[config.mk]
export PLATFORM = sky130hd
export DESIGN_NAME = imem_loader_flat
export DESIGN_NICKNAME = d
export VERILOG_FILES = /design/src/rtl/imem_loader_if.sv /design/src/rtl/imem_loader.sv /design/src/flat_wrapper.sv
export SDC_FILE = /design/constraint.sdc
export NUM_CORES = 1
export LEC_CHECK = 0
export CAP_MARGIN = 20
export CORE_ASPECT_RATIO = 1.1
export CORE_UTILIZATION = 58
export DETAILED_ROUTE_END_ITERATION = 10
export PLACE_DENSITY = 0.95
export SLEW_MARGIN = 20
export SYNTH_ARGS = -nofsm -noshare
export SYNTH_HDL_FRONTEND = slang
export SYNTH_SLANG_ARGS = --single-unit
[constraint.sdc]
create_clock -name clk_i -period 4.9 [get_ports clk_i]
set_input_delay 1.47 -clock clk_i [delete_from_list [all_inputs] [get_ports clk_i]]
set_output_delay 1.47 -clock clk_i [all_outputs]
set_load 0.005 [all_outputs]
[src/rtl/imem_loader_if.sv]
// Signal bundle between the program loader and its environment: the incoming
// byte stream (valid/ready), the IMEM write port, and the loader status lines.
// The master modport is the loader; the slave modport is the byte source / IMEM
// / top-level glue that observes the loader.
interface imem_loader_if #(
    parameter int ADDR_W = 32,
    parameter int ILEN   = 32
);
    logic [7:0]        rx_data_i;
    logic              rx_valid_i;
    logic              rx_ready_o;
    logic              imem_we_o;
    logic [ADDR_W-1:0] imem_waddr_o;
    logic [ILEN-1:0]   imem_wdata_o;
    logic              cpu_hold_o;
    logic              done_o;
    logic              err_o;
    logic [15:0]       words_o;

    modport master (
        input  rx_data_i,
        input  rx_valid_i,
        output rx_ready_o,
        output imem_we_o,
        output imem_waddr_o,
        output imem_wdata_o,
        output cpu_hold_o,
        output done_o,
        output err_o,
        output words_o
    );

    modport slave (
        output rx_data_i,
        output rx_valid_i,
        input  rx_ready_o,
        input  imem_we_o,
        input  imem_waddr_o,
        input  imem_wdata_o,
        input  cpu_hold_o,
        input  done_o,
        input  err_o,
        input  words_o
    );
endinterface

[src/rtl/imem_loader.sv]
// Byte-stream program loader. Parses frames of the form
//   SYNC, LEN_LO, LEN_HI, N x 4 data bytes (little-endian words), CSUM
// and writes the assembled words to IMEM starting at byte address 0, holding
// the cpu in reset while a load is in progress. CSUM is the mod-256 sum of the
// data bytes only. All outputs are registered and cleared by the async reset.
module imem_loader #(
    parameter int         ILEN              = 32,
    parameter int         IMEM_CAPACITY_KiB = 4,
    parameter int         ADDR_W            = 32,
    parameter logic [7:0] SYNC_BYTE         = 8'hA5
) (
    input  logic           clk_i,
    input  logic           rst_i,
    imem_loader_if.master  bus
);
    localparam int          IMEM_WORDS   = IMEM_CAPACITY_KiB * 256;
    localparam logic [16:0] IMEM_WORDS_L = 17'(IMEM_WORDS);

    typedef enum logic [2:0] {
        S_IDLE,
        S_LEN_LO,
        S_LEN_HI,
        S_DATA,
        S_CSUM,
        S_DONE,
        S_ERR
    } state_t;

    state_t            state_q, state_d;
    logic [15:0]       len_q, len_d;
    logic [1:0]        lane_q, lane_d;
    logic [23:0]       word_q, word_d;     // lanes 0..2; lane 3 arrives with the write
    logic [7:0]        csum_q, csum_d;
    logic [15:0]       words_q, words_d;
    logic [ADDR_W-1:0] waddr_q, waddr_d;
    logic [ILEN-1:0]   wdata_q, wdata_d;
    logic              we_q, we_d;
    logic              hold_q, hold_d;
    logic              done_q, done_d;
    logic              err_q, err_d;
    logic              ready_q, ready_d;

    logic              accept;
    logic [15:0]       len_full;
    logic [15:0]       words_inc;

    assign accept    = bus.rx_valid_i && ready_q;
    assign len_full  = {bus.rx_data_i, len_q[7:0]};
    assign words_inc = words_q + 16'd1;

    // Next-state and registered-output computation for every parser state.
    always_comb begin
        state_d = state_q;
        len_d   = len_q;
        lane_d  = lane_q;
        word_d  = word_q;
        csum_d  = csum_q;
        words_d = words_q;
        waddr_d = waddr_q;
        wdata_d = wdata_q;
        we_d    = 1'b0;
        hold_d  = hold_q;
        done_d  = 1'b0;
        err_d   = err_q;

        case (state_q)
            // A sync byte restarts a frame whether idle or recovering from an error.
            S_IDLE, S_ERR: begin
                if (accept && bus.rx_data_i == SYNC_BYTE) begin
                    state_d = S_LEN_LO;
                    hold_d  = 1'b1;
                    err_d   = 1'b0;
                    words_d = 16'd0;
                    lane_d  = 2'd0;
                    csum_d  = 8'd0;
                    len_d   = 16'd0;
                    word_d  = 24'd0;
                end
            end
            S_LEN_LO: begin
                if (accept) begin
                    len_d[7:0] = bus.rx_data_i;
                    state_d    = S_LEN_HI;
                end
            end
            S_LEN_HI: begin
                if (accept) begin
                    len_d[15:8] = bus.rx_data_i;
                    if ({1'b0, len_full} > IMEM_WORDS_L) begin
                        state_d = S_ERR;
                    end else if (len_full == 16'd0) begin
                        state_d = S_CSUM;
                    end else begin
                        state_d = S_DATA;
                    end
                end
            end
            S_DATA: begin
                if (accept) begin
                    csum_d = csum_q + bus.rx_data_i;
                    lane_d = lane_q + 2'd1;
                    case (lane_q)
                        2'd0: word_d[7:0]   = bus.rx_data_i;
                        2'd1: word_d[15:8]  = bus.rx_data_i;
                        2'd2: word_d[23:16] = bus.rx_data_i;
                        default: begin
                            // Fourth byte: issue the write with the pre-increment address.
                            we_d    = 1'b1;
                            waddr_d = ADDR_W'({words_q, 2'b00});
                            wdata_d = {bus.rx_data_i, word_q};
                            words_d = words_inc;
                            if (words_inc == len_q) begin
                                state_d = S_CSUM;
                            end
                        end
                    endcase
                end
            end
            S_CSUM: begin
                if (accept) begin
                    state_d = (bus.rx_data_i == csum_q) ? S_DONE : S_ERR;
                end
            end
            S_DONE: begin
                state_d = S_IDLE;
            end
            default: begin
                state_d = S_IDLE;
            end
        endcase

        // Status lines follow the state being entered so they line up with it.
        if (state_d == S_ERR) begin
            err_d = 1'b1;
        end
        if (state_d == S_DONE) begin
            done_d = 1'b1;
            hold_d = 1'b0;
        end
        ready_d = (state_d != S_DONE);
    end

    // State and output registers; reset abandons any frame and clears every output.
    always_ff @(posedge clk_i or negedge rst_i) begin
        if (!rst_i) begin
            state_q <= S_IDLE;
            len_q   <= 16'd0;
            lane_q  <= 2'd0;
            word_q  <= 24'd0;
            csum_q  <= 8'd0;
            words_q <= 16'd0;
            waddr_q <= '0;
            wdata_q <= '0;
            we_q    <= 1'b0;
            hold_q  <= 1'b0;
            done_q  <= 1'b0;
            err_q   <= 1'b0;
            ready_q <= 1'b0;
        end else begin
            state_q <= state_d;
            len_q   <= len_d;
            lane_q  <= lane_d;
            word_q  <= word_d;
            csum_q  <= csum_d;
            words_q <= words_d;
            waddr_q <= waddr_d;
            wdata_q <= wdata_d;
            we_q    <= we_d;
            hold_q  <= hold_d;
            done_q  <= done_d;
            err_q   <= err_d;
            ready_q <= ready_d;
        end
    end

    assign bus.rx_ready_o   = ready_q;
    assign bus.imem_we_o    = we_q;
    assign bus.imem_waddr_o = waddr_q;
    assign bus.imem_wdata_o = wdata_q;
    assign bus.cpu_hold_o   = hold_q;
    assign bus.done_o       = done_q;
    assign bus.err_o        = err_q;
    assign bus.words_o      = words_q;
endmodule
[src/flat_wrapper.sv]
// flat-port wrapper written by rule: the top's interface ports become plain ports
module imem_loader_flat 
#(
    parameter int         ILEN              = 32,
    parameter int         IMEM_CAPACITY_KiB = 4,
    parameter int         ADDR_W            = 32,
    parameter logic [7:0] SYNC_BYTE         = 8'hA5
)
  (clk_i, rst_i, bus_rx_data_i, bus_rx_valid_i, bus_rx_ready_o, bus_imem_we_o, bus_imem_waddr_o, bus_imem_wdata_o, bus_cpu_hold_o, bus_done_o, bus_err_o, bus_words_o);
  imem_loader_if #(.ADDR_W(ADDR_W), .ILEN(ILEN)) bus_i ();
  input  logic clk_i;
  input  logic rst_i;
  input wire logic [$bits(bus_i.rx_data_i)-1:0] bus_rx_data_i;
  input wire logic [$bits(bus_i.rx_valid_i)-1:0] bus_rx_valid_i;
  output wire logic [$bits(bus_i.rx_ready_o)-1:0] bus_rx_ready_o;
  output wire logic [$bits(bus_i.imem_we_o)-1:0] bus_imem_we_o;
  output wire logic [$bits(bus_i.imem_waddr_o)-1:0] bus_imem_waddr_o;
  output wire logic [$bits(bus_i.imem_wdata_o)-1:0] bus_imem_wdata_o;
  output wire logic [$bits(bus_i.cpu_hold_o)-1:0] bus_cpu_hold_o;
  output wire logic [$bits(bus_i.done_o)-1:0] bus_done_o;
  output wire logic [$bits(bus_i.err_o)-1:0] bus_err_o;
  output wire logic [$bits(bus_i.words_o)-1:0] bus_words_o;
  assign bus_i.rx_data_i = bus_rx_data_i;
  assign bus_i.rx_valid_i = bus_rx_valid_i;
  assign bus_rx_ready_o = bus_i.rx_ready_o;
  assign bus_imem_we_o = bus_i.imem_we_o;
  assign bus_imem_waddr_o = bus_i.imem_waddr_o;
  assign bus_imem_wdata_o = bus_i.imem_wdata_o;
  assign bus_cpu_hold_o = bus_i.cpu_hold_o;
  assign bus_done_o = bus_i.done_o;
  assign bus_err_o = bus_i.err_o;
  assign bus_words_o = bus_i.words_o;
  imem_loader #(.ILEN(ILEN), .IMEM_CAPACITY_KiB(IMEM_CAPACITY_KiB), .ADDR_W(ADDR_W), .SYNC_BYTE(SYNC_BYTE)) u_core (.clk_i(clk_i), .rst_i(rst_i), .bus(bus_i));
endmodule
## Yosys cells after proc, flatten, opt, wreduce, memory -nomap -nowiden

Index checks and enable logic that the tools add are counted.

| storage, ports and cells | value |
|---|---|
| flip-flop bits (word level) | 122 |
| bits in latches | 0 |
| bits in writable memories | 0 |
| bits in read-only memories | 0 |
| input port bits | 11 |
| output and inout bits | 85 |
| word-level logic and storage cells | 106 |
| memories kept | 0 |

| operators by class | value |
|---|---|
| add/subtract/negate cells | 3 |
| $mul | 0 |
| divide/modulo/power cells | 0 |
| magnitude comparators | 1 |
| equal/unequal tests | 21 |
| shift-type cells | 0 |
| mux-type cells | 40 |
| bitwise logic cells | 1 |
| reductions and logical operators | 24 |

Operator list:

| kind | number |
|---|---|
| 16-bit 2-to-1 mux | 3 |
| 24-bit 2-to-1 mux | 2 |
| 8-bit 2-to-1 mux | 6 |
| 24-bit case mux with 2 select lines | 1 |
| 8-bit case mux with 2 select lines | 3 |
| 16-bit case mux with 2 select lines | 1 |
| 3-bit 2-to-1 mux | 9 |
| 16-bit by 1-bit adder with 16-bit output (second input constant) | 1 |
| 16-bit equality test | 1 |
| 16-bit by 11-bit > comparator with 1-bit output (second input constant) | 1 |
| 16-bit zero test | 1 |
| 4-bit AND reduction | 4 |
| 3-bit case mux with 5 select lines | 1 |
| 2-bit by 1-bit != test with 1-bit output (second input constant) | 7 |
| 2-bit nonzero test | 7 |
| 3-bit equality test (second input constant) | 4 |
| 3-bit AND reduction | 4 |
| 1-bit 2-to-1 mux | 10 |
| 8-bit adder | 1 |
| 8-bit equality test | 1 |
| 8-bit equality test (second input constant) | 1 |
| 3-bit by 2-bit equality test with 1-bit output (second input constant) | 2 |
| 2-bit 2-to-1 mux | 3 |
| 2-bit case mux with 2 select lines | 1 |
| other kinds (13) | 15 |

## Logic depth before layout (Yosys ltp)

Gate-level depths: netlist of the first run.

| logic depth | value |
|---|---|
| depth in word-level cells | 9 |
| gate-level depth with buffers | 10 |
| mapped depth without buffers | 8 |

## Worst setup path before layout of the first run

OpenSTA, ideal clock, no wires.

| timing path | value |
|---|---|
| path type | in2reg |
| from | input bus_rx_data_i[6] |
| to | register u_core.words_q[14] (netlist: u_core.bus.words_o[14]) |
| setup time | 0.131 ns |
| arrival time | 3.189 ns |
| required time | 4.769 ns |
| slack | 1.580 ns |
| stages on the path | 7 |
| path buffers | 1 |
| cell sequence | or3_1 or4_4 nor3_4 nor2_1 buf_2 o21ai_0 o41ai_1 |

| on the way | value |
|---|---|
| word-level cells in the longest chain between the ends | 4 |

RTL lines:

| item | line | RTL |
|---|---|---|
| start: declaration | flat_wrapper.sv:13 | `input wire logic [$bits(bus_i.rx_data_i)-1:0] bus_rx_data_i;` |
| 8-bit equality test | imem_loader.sv:69 | `if (accept && bus.rx_data_i == SYNC_BYTE) begin` |
| 1-bit logical AND | imem_loader.sv:69 |  |
| 2-bit by 1-bit != test with 1-bit output (no line) | -- |  |
| 4-bit AND reduction (no line) | -- |  |
| end signal: assignment | imem_loader.sv:165 | `words_q <= words_d;` |
| end: declaration | imem_loader.sv:34 | `logic [15:0] words_q, words_d;` |

Every way passes these cells.
A chain may end at the register's enable or synchronous reset.

## Worst setup path in the final report of the first run

Same ends and word-level chain as after synthesis.

==> out/summary.log, run 1 <==
qor: outcome.run_status finished, violations left
qor: outcome.failed_checks design-rule violations
qor: drt.post_drt_via_cell_ratio 5.904
qor: floorplanning.fp.dieW 98.31 um
qor: drt.num_vias 5190
qor: cts.cts_repair_resize_count 0
qor: power.total_leakage_power 3.371 nW
qor: yosys.synth_compound_area_share 10.66%
qor: floorplanning.fp.dieH 107.9 um
qor: worst_setup_path.reg2regPathDepth 7
qor: worst_hold_path.hold_path_depth 2
qor: yosys.netlist.top_cell.by_area sky130_fd_sc_hd__dfrtp_1
qor: sta.rsz0062_at_grt false
qor: worst_setup_path.cp_data_required_time 5.28 ns
qor: cts.tritoncts done
qor: cells_and_area.final_cells 879
qor: grt.antenna_violations_before_repair 0
qor: cells_and_area.final_layout_size_suffix_gt1_share 5.402%
qor: grt.pin_count_of_the_biggest_net_entering_global_routing 79
qor: yosys.yosysSeqAreaShare 51.59%
qor: yosys.async_reset_ff_share 100.0%
qor: cts.worstSkewPairLatency 0.53 ns
qor: cells_and_area.non_filler_cell_area_final 7252 sq um
qor: cells_and_area.nets 771
qor: sta.period_utilization 78.01%
qor: worst_setup_path.setup.worst_path.end_class flop
qor: worst_setup_path.worst-path-max-fanout 15
qor: yosys.yosys_warnings 0
qor: yosys.largest_family_of_logic_cells_by_synthesized_area simple AND/OR/NAND/NOR gates
qor: drt.drt_drc_violations_left 6
qor: grt.global_route.usage.total 30.06%
qor: floorplanning.floorplan.core_area 9889 sq um
qor: power.irDropWorstVdd 273.5 uV
qor: drt.drt_pass_1_iters 11
qor: yosys.synthCells 681
qor: floorplanning.die_area 10610 sq um
qor: cts.post-cts-setup-buffers 0
qor: yosys.syn_area 5918 sq um
qor: cts.clock_tree.root_cell sky130_fd_sc_hd__clkbuf_8
qor: placement.port_buffers 79
qor: yosys.share_of_synthesized_area_spent_on_multiplexers 0.5074%
qor: yosys.synthFlopType sky130_fd_sc_hd__dfrtp_1
qor: yosys.synthXorXnorAreaFrac 5.032%
qor: cells_and_area.syn_to_final_growth 22.54%
qor: grt.total_gr_overflow 0
qor: worst_hold_path.hold_class reg2reg
qor: cts.cts-buffers-inserted 17
qor: placement.postPlaceCellArea 6686 sq um
qor: run.max-cap-violations 0
qor: cts.cts.reportedPaths.clkPinSlew 0.06 ns
qor: placement.estimated_wirelength_of_the_detail_placed_design 9633 um
qor: sta.drv_slew 0
qor: sta.maxClockFrequency 0.2616 GHz
qor: cells_and_area.finalCoreUtilization 73.33%
qor: floorplanning.core.rowCount 38
qor: sta.timing_worst_slew_pin_value 1.042 ns
qor: yosys.post_synth_and_or_nand_nor_area_fraction 24.04%
qor: worst_setup_path.critPathSlowestCell sky130_fd_sc_hd__or4_4
qor: grt.vias_in_the_first_global_route 5008
qor: grt.wire_length_of_the_first_global_routing_pass 24570 um
qor: power.p_per_area 463.3 nW/um^2
qor: drt.antenna_left 0
qor: drt.routed_wl 15070 um
qor: placement.dp_cells 847
qor: cts.holdBufCountCts 0
qor: yosys.synth-seq-cells 122
qor: worst_setup_path.path_class in2reg
qor: sta.finalCriticalPeriod 3.822 ns
qor: drt.wl_per_cell 17.15 um
qor: worst_setup_path.cp_data_arrival_time 4.21 ns
qor: yosys.synth-adder-area-share 2.875%
qor: sta.max_slew_margin 30.52%
qor: cts.cts_max_path_buffers 2
qor: worst_setup_path.worst_path_largest_cell_delay 0.56 ns
qor: yosys.synthesis.area_per_instance 8.690 sq um
qor: cts.cts-htree-levels 4
qor: sta.setup_viol 0
qor: yosys.netlist-cell-type-count 48
qor: floorplanning.top_level_ports 96
qor: sta.final.setup_skew 0.004886 ns
qor: floorplanning.start_util 59.84%
qor: yosys.synth_top_area_share 51.59%
qor: placement.gp_weighted_congestion 0.8974
qor: worst_setup_path.worstSetupStartpointType input port
qor: sta.setup-tns-final 0 ns
qor: yosys.netlist_top_cells_area sky130_fd_sc_hd__dfrtp_1 (52%), sky130_fd_sc_hd__nand2_1 (16%), sky130_fd_sc_hd__o21ai_0 (5.7%), sky130_fd_sc_hd__xnor2_1 (2.7%), sky130_fd_sc_hd__ha_1 (2.5%)
qor: cts.clock_sink_count 122
qor: drt.drt_first_iter_violations 585
qor: yosys.synth_edf_count 0
qor: sta.timing_hold_violations_final 0
qor: worst_setup_path.critical_path.cell_chain clkdlybuf4s50_1 -> or3_1 -> or4_4 -> nor3_4 -> nor2_1 -> o21ai_0 -> o41ai_1
qor: cells_and_area.n_antenna_cell 0
-- per-layer routing --
layer	routed length, um	vias up	GRT usage [%]	part of all wire, %
li1	-	2352	-	-
met1	6002	2508	39.58	40
met2	7403	272	47.79	49
met3	1135	58	7.046	7.5
met4	530	0	13.86	3.5
met5	0	-	0	0
-- kinds of logic after synthesis --
kind of cell,count (synthesis)
AND/OR/NAND/NOR,335
other,1
adder cells (fa/ha/maj),13
multiplexers,3
XOR/XNOR,34
flip-flops,122
AO/OA/AOI/OAI,112
buffers and inverters,61
-- metrics by stage --
stage | hold slack (ns) | total power (W) | setup slack [ns]
floorplan | 0.4386 | 0.001883 | 1.580
global placement | 0.4548 | 0.002096 | 0.7181
detailed placement | 0.4600 | 0.002153 | 0.6425
CTS | 0.4739 | 0.003352 | 1.129
global route | 0.4842 | 0.003527 | 0.9186
finish | 0.4693 | 0.003360 | 1.078
-- cell type report --
class | instances | area (sq um)
Inverter | 7 | 26.28
Multi-Input combinational cell | 513 | 2611
Sequential cell | 122 | 3053
Fill cell | 659 | 2638
Clock inverter | 11 | 122.6
Tap cell | 120 | 150.1
Clock buffer | 20 | 435.4
Timing Repair Buffer | 86 | 853.3
-- sequential cells by signal, indices dropped and copies added (netlist names) --
signal,cells
u_core.lane_q,2
u_core.bus.imem_wdata_o,32
u_core.word_q,24
u_core.bus.words_o,16
u_core.bus.imem_waddr_o,16
u_core.bus.imem_we_o,1
u_core.len_q,16
u_core.bus.err_o,1
u_core.bus.rx_ready_o,1
u_core.bus.done_o,1
u_core.csum_q,8
u_core.bus.cpu_hold_o,1
u_core.state_q,3
-- Yosys cell counts (3+ instances only) --
cell type,n
sky130_fd_sc_hd__buf_4,16
sky130_fd_sc_hd__inv_1,7
sky130_fd_sc_hd__nand2b_1,5
sky130_fd_sc_hd__nor4_1,7
sky130_fd_sc_hd__mux2i_1,3
sky130_fd_sc_hd__nand4_1,4
sky130_fd_sc_hd__o31ai_1,5
sky130_fd_sc_hd__clkbuf_1,26
sky130_fd_sc_hd__nor2_1,25
sky130_fd_sc_hd__nor3_1,9
sky130_fd_sc_hd__a21oi_1,14
sky130_fd_sc_hd__or3_1,7
sky130_fd_sc_hd__o41ai_1,4
sky130_fd_sc_hd__o21ai_0,67
sky130_fd_sc_hd__a21o_1,3
sky130_fd_sc_hd__nand2_1,246
sky130_fd_sc_hd__and2_1,4
sky130_fd_sc_hd__xnor2_1,18
sky130_fd_sc_hd__ha_1,12
sky130_fd_sc_hd__xor2_1,16
sky130_fd_sc_hd__nor2b_1,4
sky130_fd_sc_hd__buf_2,11
sky130_fd_sc_hd__o22ai_1,7
sky130_fd_sc_hd__nand3_1,13
sky130_fd_sc_hd__dfrtp_1,122
-- path summary, 6_finish.rpt --
| kind | startpoint | endpoint | slack [ns] |
|---|---|---|---|
| max | bus_rx_data_i[6] | u_core.bus.words_o[14] | 1.08 |
| min | u_core.bus.imem_waddr_o[8] | u_core.bus.imem_waddr_o[8] | 0.47 |
| max reg2reg | u_core.bus.words_o[0] | u_core.state_q[1] | 2.06 |
| min reg2reg | u_core.bus.imem_waddr_o[8] | u_core.bus.imem_waddr_o[8] | 0.47 |
| max in group asynchronous | rst_i | u_core.len_q[3] | 3.02 |
| min in group asynchronous | rst_i | u_core.bus.imem_wdata_o[9] | 1.10 |
-- layout by cell type, fill, tap and decap left out, drive strengths merged, types with 4 or more instances in the layout --
| cell type | count |
|---|---|
| clkinvlp | 4 |
| and2 | 4 |
| nor4 | 8 |
| ha | 12 |
| nand2b | 5 |
| nor2b | 4 |
| nand3 | 13 |
| buf | 8 |
| or3 | 7 |
| nand4 | 4 |
| nand2 | 246 |
| o31ai | 5 |
| dfrtp | 122 |
| clkbuf | 20 |
| o41ai | 4 |
| xor2 | 16 |
| nor2 | 25 |
| xnor2 | 18 |
| nor3 | 10 |
| o21ai | 69 |
| a21oi | 14 |
| clkdlybuf4s50 | 78 |
| o22ai | 7 |
| conb | 16 |
| inv | 7 |
| clkinv | 5 |
-- power breakdown --
group          internal (W)  switching, W  total, W
Clock              0.000732      0.000451   0.00118
Sequential          0.00120      0.000190   0.00139
Combinational      0.000370      0.000415  0.000784
Total               0.00230       0.00105   0.00336
-- critical path, delay by kind of cell --
kind | cells | cell delay [ns]
AO/OA/AOI/OAI | 2 | 0.41
buffers and inverters | 1 | 0.50
AND/OR/NAND/NOR | 4 | 1.83
Power figures use the tool's default switching activity.
==> inputs of run 2 (changes only) <==
- CORE_UTILIZATION: 58 -> 49
- PLACE_DENSITY: 0.95 -> 0.88
- clock period: 4.9 -> 3.1 ns (I/O delays scaled with it)
==> run 2 against run 1 <==
  * The run now ends clean
  * First-iteration DRC count fell by 33%
  * Final cell count rose by 6.3%
  * Global-route usage is 4.2 points lower
  * Worst hold slack worse by 0.057 ns
  * Combinational power is 65% higher
  * Cell area is 4.1% higher
  * Critical path depth is 1 higher
==> out/summary.log, run 2 (synthesis gave the netlist of run 1 again) <==
qor: outcome.run_status completed
qor: power.total_switching_power 0.001712 W
qor: worst_setup_path.critPathSlowestCell sky130_fd_sc_hd__or4_4
qor: drt.post_drt_via_cell_ratio 5.588
qor: power.switching_share 30.90%
qor: floorplanning.start_util 51.05%
qor: drt.drt_pass_1_iters 6
qor: worst_setup_path.cp_data_required_time 3.32 ns
qor: worst_setup_path.reg2reg_setup_slack 0.39 ns
qor: drt.drt_drc_violations_left 0
qor: cells_and_area.non_filler_cell_area_final 7547 sq um
qor: drt.top_layer_used met4
qor: sta.timing_worst_slew_pin_value 1.069 ns
qor: sta.timing_hold_violations_final 0
qor: drt.antenna_left 0
qor: worst_setup_path.worstReg2RegStart u_core.bus.words_o[0]
qor: grt.total_gr_overflow 0
qor: cts.clock_sink_count 122
qor: worst_setup_path.setup.worst_path.end_class flop
qor: drt.detailroute.wirelength.met3 1046 um
qor: drt.num_vias 5219
qor: sta.final.setup_skew 0.006767 ns
qor: cts.clock_tree.root_cell sky130_fd_sc_hd__clkbuf_16
qor: drt.wl_met2 7337 um
qor: cts.holdBufCountCts 0
qor: grt.vias_in_the_first_global_route 5031
qor: cts.cts-buffers-inserted 17
qor: power.total_leakage_power 3.529 nW
qor: cells_and_area.number_of_fill_cells_in_the_layout 874
qor: cts.worstSkewPairLatency 0.42 ns
qor: power.power_frac_seq 39.8%
qor: sta.setup_viol 0
qor: cts.tritoncts done
qor: floorplanning.die_area 12520 sq um
qor: worst_setup_path.reg2regPathDepth 7
qor: power.p_per_area 734.1 nW/um^2
qor: grt.pin_count_of_the_biggest_net_entering_global_routing 69
qor: cells_and_area.seq_area 3053 sq um
qor: drt.wirelength_met1 6225 um
qor: cts.cts_max_path_buffers 2
qor: worst_setup_path.crit-reg2reg-capture u_core.state_q[0]
qor: cts.cts-htree-levels 4
qor: placement.dp_cells 902
qor: sta.worst_slack 0.02182 ns
qor: drt.routed_wl 15100 um
qor: placement.estimated_wirelength_of_the_detail_placed_design 9468 um
qor: drt.drt_first_iter_violations 392
qor: worst_setup_path.worstSetupStartpointType input port
qor: placement.postPlaceCellArea 6937 sq um
qor: grt.antenna_violations_before_repair 0
qor: floorplanning.fp.dieW 106.8 um
qor: sta.drv_slew 0
qor: floorplanning.floorplan.core_area 11590 sq um
qor: floorplanning.core.rowCount 41
qor: worst_hold_path.hold_class in2async
qor: cells_and_area.final_layout_size_suffix_gt1_share 8.546%
qor: floorplanning.fp.dieH 117.3 um
qor: sta.finalCriticalPeriod 3.078 ns
qor: cells_and_area.area_of_the_multi_input_gates 2611 sq um
qor: cts.cts_repair_resize_count 0
qor: worst_setup_path.worst_path_largest_cell_delay 0.57 ns
qor: cells_and_area.most-common-layout-cells sky130_fd_sc_hd__nand2_1 (246), sky130_fd_sc_hd__dfrtp_1 (122), sky130_fd_sc_hd__clkdlybuf4s50_1 (78)
qor: worst_setup_path.worst-path-max-fanout 16
qor: sta.maxClockFrequency 0.3249 GHz
qor: floorplanning.top_level_ports 96
qor: power.p_comb_share 23.2%
qor: grt.global_route.usage.total 25.85%
qor: run.max-cap-violations 0
qor: placement.placement.setup.worst_slack -0.2740 ns
qor: cells_and_area.leading_cell_type_in_the_layout_fill_and_taps_excluded sky130_fd_sc_hd__nand2_1
qor: cts.post-cts-setup-buffers 0
qor: worst_setup_path.path_class in2reg
qor: grt.wire_length_of_the_first_global_routing_pass 24900 um
qor: sta.max_slew_margin 28.74%
qor: cells_and_area.syn_to_final_growth 27.53%
qor: drt.wl_per_cell 16.17 um
qor: sta.period_utilization 99.30%
qor: cts.cts.reportedPaths.clkPinSlew 0.06 ns
qor: cells_and_area.nets 795
qor: sta.rsz0062_at_grt true
qor: cells_and_area.final_cells 934
qor: power.power.internal 0.003829 W
qor: power.clockPowerShare 37.0%
qor: cells_and_area.max_reg_flops 32
qor: power.irDropWorstVdd 412.3 uV
qor: worst_setup_path.cp_data_arrival_time 3.30 ns
qor: worst_setup_path.critical_path.cell_chain clkdlybuf4s50_1 -> or3_1 -> or4_4 -> nor3_4 -> buf_4 -> a21oi_1 -> nand2_1 -> o21ai_0
qor: cells_and_area.n_antenna_cell 0
qor: placement.gp_weighted_congestion 0.8958
qor: placement.port_buffers 79
==> run 2: cell types whose count changed in the layout (fill, tap and decap cells not counted) <==
cell                         previous run  this run
sky130_fd_sc_hd__clkbuf_1               2         1
sky130_fd_sc_hd__clkinv_2               3         2
sky130_fd_sc_hd__buf_12                 1         3
sky130_fd_sc_hd__clkbuf_16             16        17
sky130_fd_sc_hd__clkbuf_8               2         1
sky130_fd_sc_hd__inv_6                  1         2
sky130_fd_sc_hd__clkinv_4               1         4
sky130_fd_sc_hd__buf_4                  7        29
sky130_fd_sc_hd__clkinvlp_4             4         2
sky130_fd_sc_hd__bufinv_16              2         3
==> run 2: worst max-delay path, delay by kind of cell <==
kind,cells,cell delay [ns]
AOI/OAI and AO/OA,2,0.34
buffers and inverters,2,0.60
and+or+nand+nor,4,1.43
==> run 2: worst max path at each step <==
stage                      from                     end  slack (ns)
2_1_floorplan  bus_rx_data_i[6]  u_core.bus.words_o[14]        0.32
3_3_place_gp   bus_rx_data_i[6]         u_core.len_q[9]       -0.18
3_5_place_dp   bus_rx_data_i[6]         u_core.len_q[8]       -0.27
4_1_cts        bus_rx_data_i[6]        u_core.word_q[1]        0.07
5_1_grt        bus_rx_data_i[6]        u_core.word_q[6]       -0.04
6_report       bus_rx_data_i[6]        u_core.word_q[6]        0.02
==> run 2: layout make-up <==
cell class                      instances  area share, %
Clock buffer                           19          5.869
Clock inverter                         13          2.221
Inverter                                7         0.3481
Multi-Input combinational cell        513          34.60
Sequential cell                       122          40.45
Tap cell                              150          2.487
Timing Repair Buffer                  110          14.03
==> run 2: layer usage <==
layer | GRT usage, % | vias up
met5 | 0 | -
met4 | 12.88 | 0
met3 | 6.977 | 52
met2 | 41.72 | 265
met1 | 32.36 | 2490
li1 | - | 2412
==> run 2: stage by stage <==
step                      setup TNS, ns  power (W)  utilization (%)  hold slack (ns)
after detailed placement         -8.899   0.003436            59.83           0.4514
final                                 0   0.005541            65.10           0.4124
after floorplan                       0   0.002976                -           0.4386
after CTS                             0   0.005536            65.10           0.4231
after global routing            -0.1139   0.005816            65.10           0.4305
after global placement           -5.604   0.003369            59.83           0.4543
==> run 2: power groups by stage <==
| stage | Sequential (W) | Combinational [W] | Clock, W |
|---|---|---|---|
| floorplan | 0.00211 | 0.000868 | 0 |
| global placement | 0.00219 | 0.00118 | 0 |
| detailed placement | 0.00220 | 0.00124 | 0 |
| CTS | 0.00219 | 0.00129 | 0.00206 |
| global route | 0.00224 | 0.00145 | 0.00212 |
| finish | 0.00220 | 0.00129 | 0.00205 |
==> inputs of run 3 (changes only) <==
- RECOVER_POWER: unset -> 25
==> run 3 against run 2 <==
  * Non-clock buffer count unchanged
  * Sequential cell count did not move
  * Wire length decreased by 0.25%
  * Clock power hardly changed
  * Combinational power about the same
  * Clock-buffer cell count did not move
  * Worst hold slack improved by 0.056 ns
  * Final cell count stayed put
  * Die area is the same
  * Global-route usage stayed put
  * Critical path type unchanged
  * Critical endpoint unchanged
  * Largest cell class unchanged
  * Largest power group unchanged
==> out/summary.log, run 3 (synthesis gave the netlist of run 1 again) <==
qor: sta.timing_hold_violations_final 0
qor: drt.wl_per_cell 16.13 um
qor: worst_setup_path.startpoint bus_rx_data_i[6]
qor: floorplanning.start_util 51.05%
qor: worst_setup_path.path_class in2reg
qor: floorplanning.die_area 12520 sq um
qor: drt.drt_drc_violations_left 0
qor: sta.rsz0062_at_grt true
qor: floorplanning.core.rowCount 41
qor: floorplanning.fp.dieW 106.8 um
qor: drt.routed_wl 15070 um
qor: worst_hold_path.hold_class reg2reg
qor: cts.clock_sink_count 122
qor: cts.clock_tree.root_cell sky130_fd_sc_hd__clkbuf_16
qor: placement.port_buffers 79
qor: worst_setup_path.worstSetupStartpointType input port
qor: grt.pin_count_of_the_biggest_net_entering_global_routing 69
qor: cts.cts.reportedPaths.clkPinSlew 0.06 ns
qor: drt.drt_pass_1_iters 5
qor: cells_and_area.area_of_the_multi_input_gates 2611 sq um
qor: sta.setup_viol 0
qor: cells_and_area.nets 795
qor: floorplanning.fp.dieH 117.3 um
qor: cells_and_area.max_reg_flops 32
qor: sta.max_slew_margin 11.77%
qor: power.total_switching_power 0.001710 W
qor: cells_and_area.finalCoreUtilization 64.90%
qor: placement.gp_weighted_congestion 0.8958
qor: drt.post_drt_via_cell_ratio 5.572
qor: sta.drv_slew 0
qor: grt.wire_length_of_the_first_global_routing_pass 24900 um
qor: power.switching_share 30.89%
qor: grt.vias_in_the_first_global_route 5031
qor: worst_setup_path.worst-path-max-fanout 16
qor: cells_and_area.final_cells 934
qor: sta.final.setup_skew 0.006857 ns
qor: cells_and_area.seq_area 3053 sq um
qor: cts.cts_repair_resize_count 0
qor: worst_setup_path.worstReg2RegStart u_core.bus.words_o[0]
qor: cts.holdBufCountCts 0
qor: cts.worstSkewPairLatency 0.42 ns
qor: cells_and_area.number_of_fill_cells_in_the_layout 878
qor: cts.cts-buffers-inserted 17
qor: power.clockPowerShare 37.0%
qor: power.power.internal 0.003825 W
qor: worst_hold_path.min_from u_core.bus.imem_waddr_o[8]
qor: cells_and_area.most-common-layout-cells sky130_fd_sc_hd__nand2_1 (246), sky130_fd_sc_hd__dfrtp_1 (122), sky130_fd_sc_hd__clkdlybuf4s50_1 (78)
qor: drt.num_vias 5204
qor: floorplanning.floorplan.core_area 11590 sq um
qor: power.p_comb_share 23.2%
qor: cells_and_area.syn_to_final_growth 27.15%
qor: worst_setup_path.setup.worst_path.end_class flop
qor: grt.global_route.usage.total 25.85%
qor: power.p_per_area 735.6 nW/um^2
qor: power.irDropWorstVdd 412.8 uV
qor: cts.tritoncts done
qor: sta.maxClockFrequency 0.3252 GHz
qor: placement.dp_cells 902
qor: worst_setup_path.cp_data_arrival_time 3.30 ns
qor: sta.finalCriticalPeriod 3.075 ns
qor: run.max-cap-violations 0
qor: worst_setup_path.cp_data_required_time 3.33 ns
qor: cells_and_area.n_antenna_cell 0
qor: placement.estimated_wirelength_of_the_detail_placed_design 9468 um
qor: power.power_frac_seq 39.8%
qor: cts.cts_max_path_buffers 2
qor: grt.total_gr_overflow 0
qor: floorplanning.top_level_ports 96
qor: cts.cts-htree-levels 4
qor: cells_and_area.leading_cell_type_in_the_layout_fill_and_taps_excluded sky130_fd_sc_hd__nand2_1
qor: cells_and_area.final_layout_size_suffix_gt1_share 8.291%
qor: sta.period_utilization 99.19%
qor: sta.timing_worst_slew_pin_value 1.323 ns
qor: drt.drt_first_iter_violations 392
qor: outcome.run_status completed
qor: grt.antenna_violations_before_repair 0
qor: power.total_leakage_power 3.516 nW
qor: drt.antenna_left 0
qor: cts.post-cts-setup-buffers 0
-- run 3: changes by cell type in the layout (fill, tap and decap cells not counted), sizes merged --
| cell | before | now |
|---|---|---|
| clkbuf | 19 | 21 |
| buf | 32 | 30 |
-- run 3: path summary, 6_finish.rpt --
check	slack, ns	cells after the start	end
max	0.03	8	u_core.word_q[6]
min	0.47	2	u_core.bus.imem_waddr_o[8]
max reg2reg	0.40	7	u_core.state_q[0]
min reg2reg	0.47	2	u_core.bus.imem_waddr_o[8]
max in group asynchronous	0.47	2	u_core.bus.imem_wdata_o[14]
min in group asynchronous	0.79	1	u_core.bus.done_o
-- run 3: cell type report --
class                           count  area share, %
Sequential cell                   122          40.57
Multi-Input combinational cell    513          34.70
Timing Repair Buffer              110          13.77
Clock buffer                       19          5.886
Tap cell                          150          2.494
Clock inverter                     13          2.228
Inverter                            7         0.3492
-- run 3: critical path, cell delays in order --
cell                              delay [ns]
sky130_fd_sc_hd__clkdlybuf4s50_1        0.41
sky130_fd_sc_hd__or3_1                  0.42
sky130_fd_sc_hd__or4_4                  0.57
sky130_fd_sc_hd__nor3_4                 0.25
sky130_fd_sc_hd__buf_4                  0.18
sky130_fd_sc_hd__a21oi_1                0.20
sky130_fd_sc_hd__nand2_1                0.19
sky130_fd_sc_hd__o21ai_0                0.14
-- run 3: metal layers --
layer | up-vias | part of all wire, % | global-route usage [%]
li1 | 2413 | - | -
met1 | 2498 | 41 | 32.36
met5 | - | 0 | 0
met2 | 243 | 49 | 41.72
met4 | 0 | 3.3 | 12.88
met3 | 50 | 6.6 | 6.977
-- run 3: stage by stage --
stage	setup slack [ns]	instance area, sq um	power (W)	setup TNS (ns)	hold WS [ns]
global placement	-0.1771	6937	0.003369	-5.604	0.4543
floorplan	0.3199	5974	0.002976	0	0.4386
CTS	0.07138	7547	0.005536	0	0.4231
detailed placement	-0.2740	6937	0.003436	-8.899	0.4514
finish	0.02519	7525	0.005535	0	0.4686
global route	-0.03781	7525	0.005812	-0.1139	0.4854
-- run 3: power groups by stage --
stage,Sequential (W),Clock [W],Combinational [W]
after floorplan,0.00211,0,0.000868
after global placement,0.00219,0,0.00118
after detailed placement,0.00220,0,0.00124
after CTS,0.00219,0.00206,0.00129
after global routing,0.00224,0.00212,0.00145
final,0.00220,0.00205,0.00128
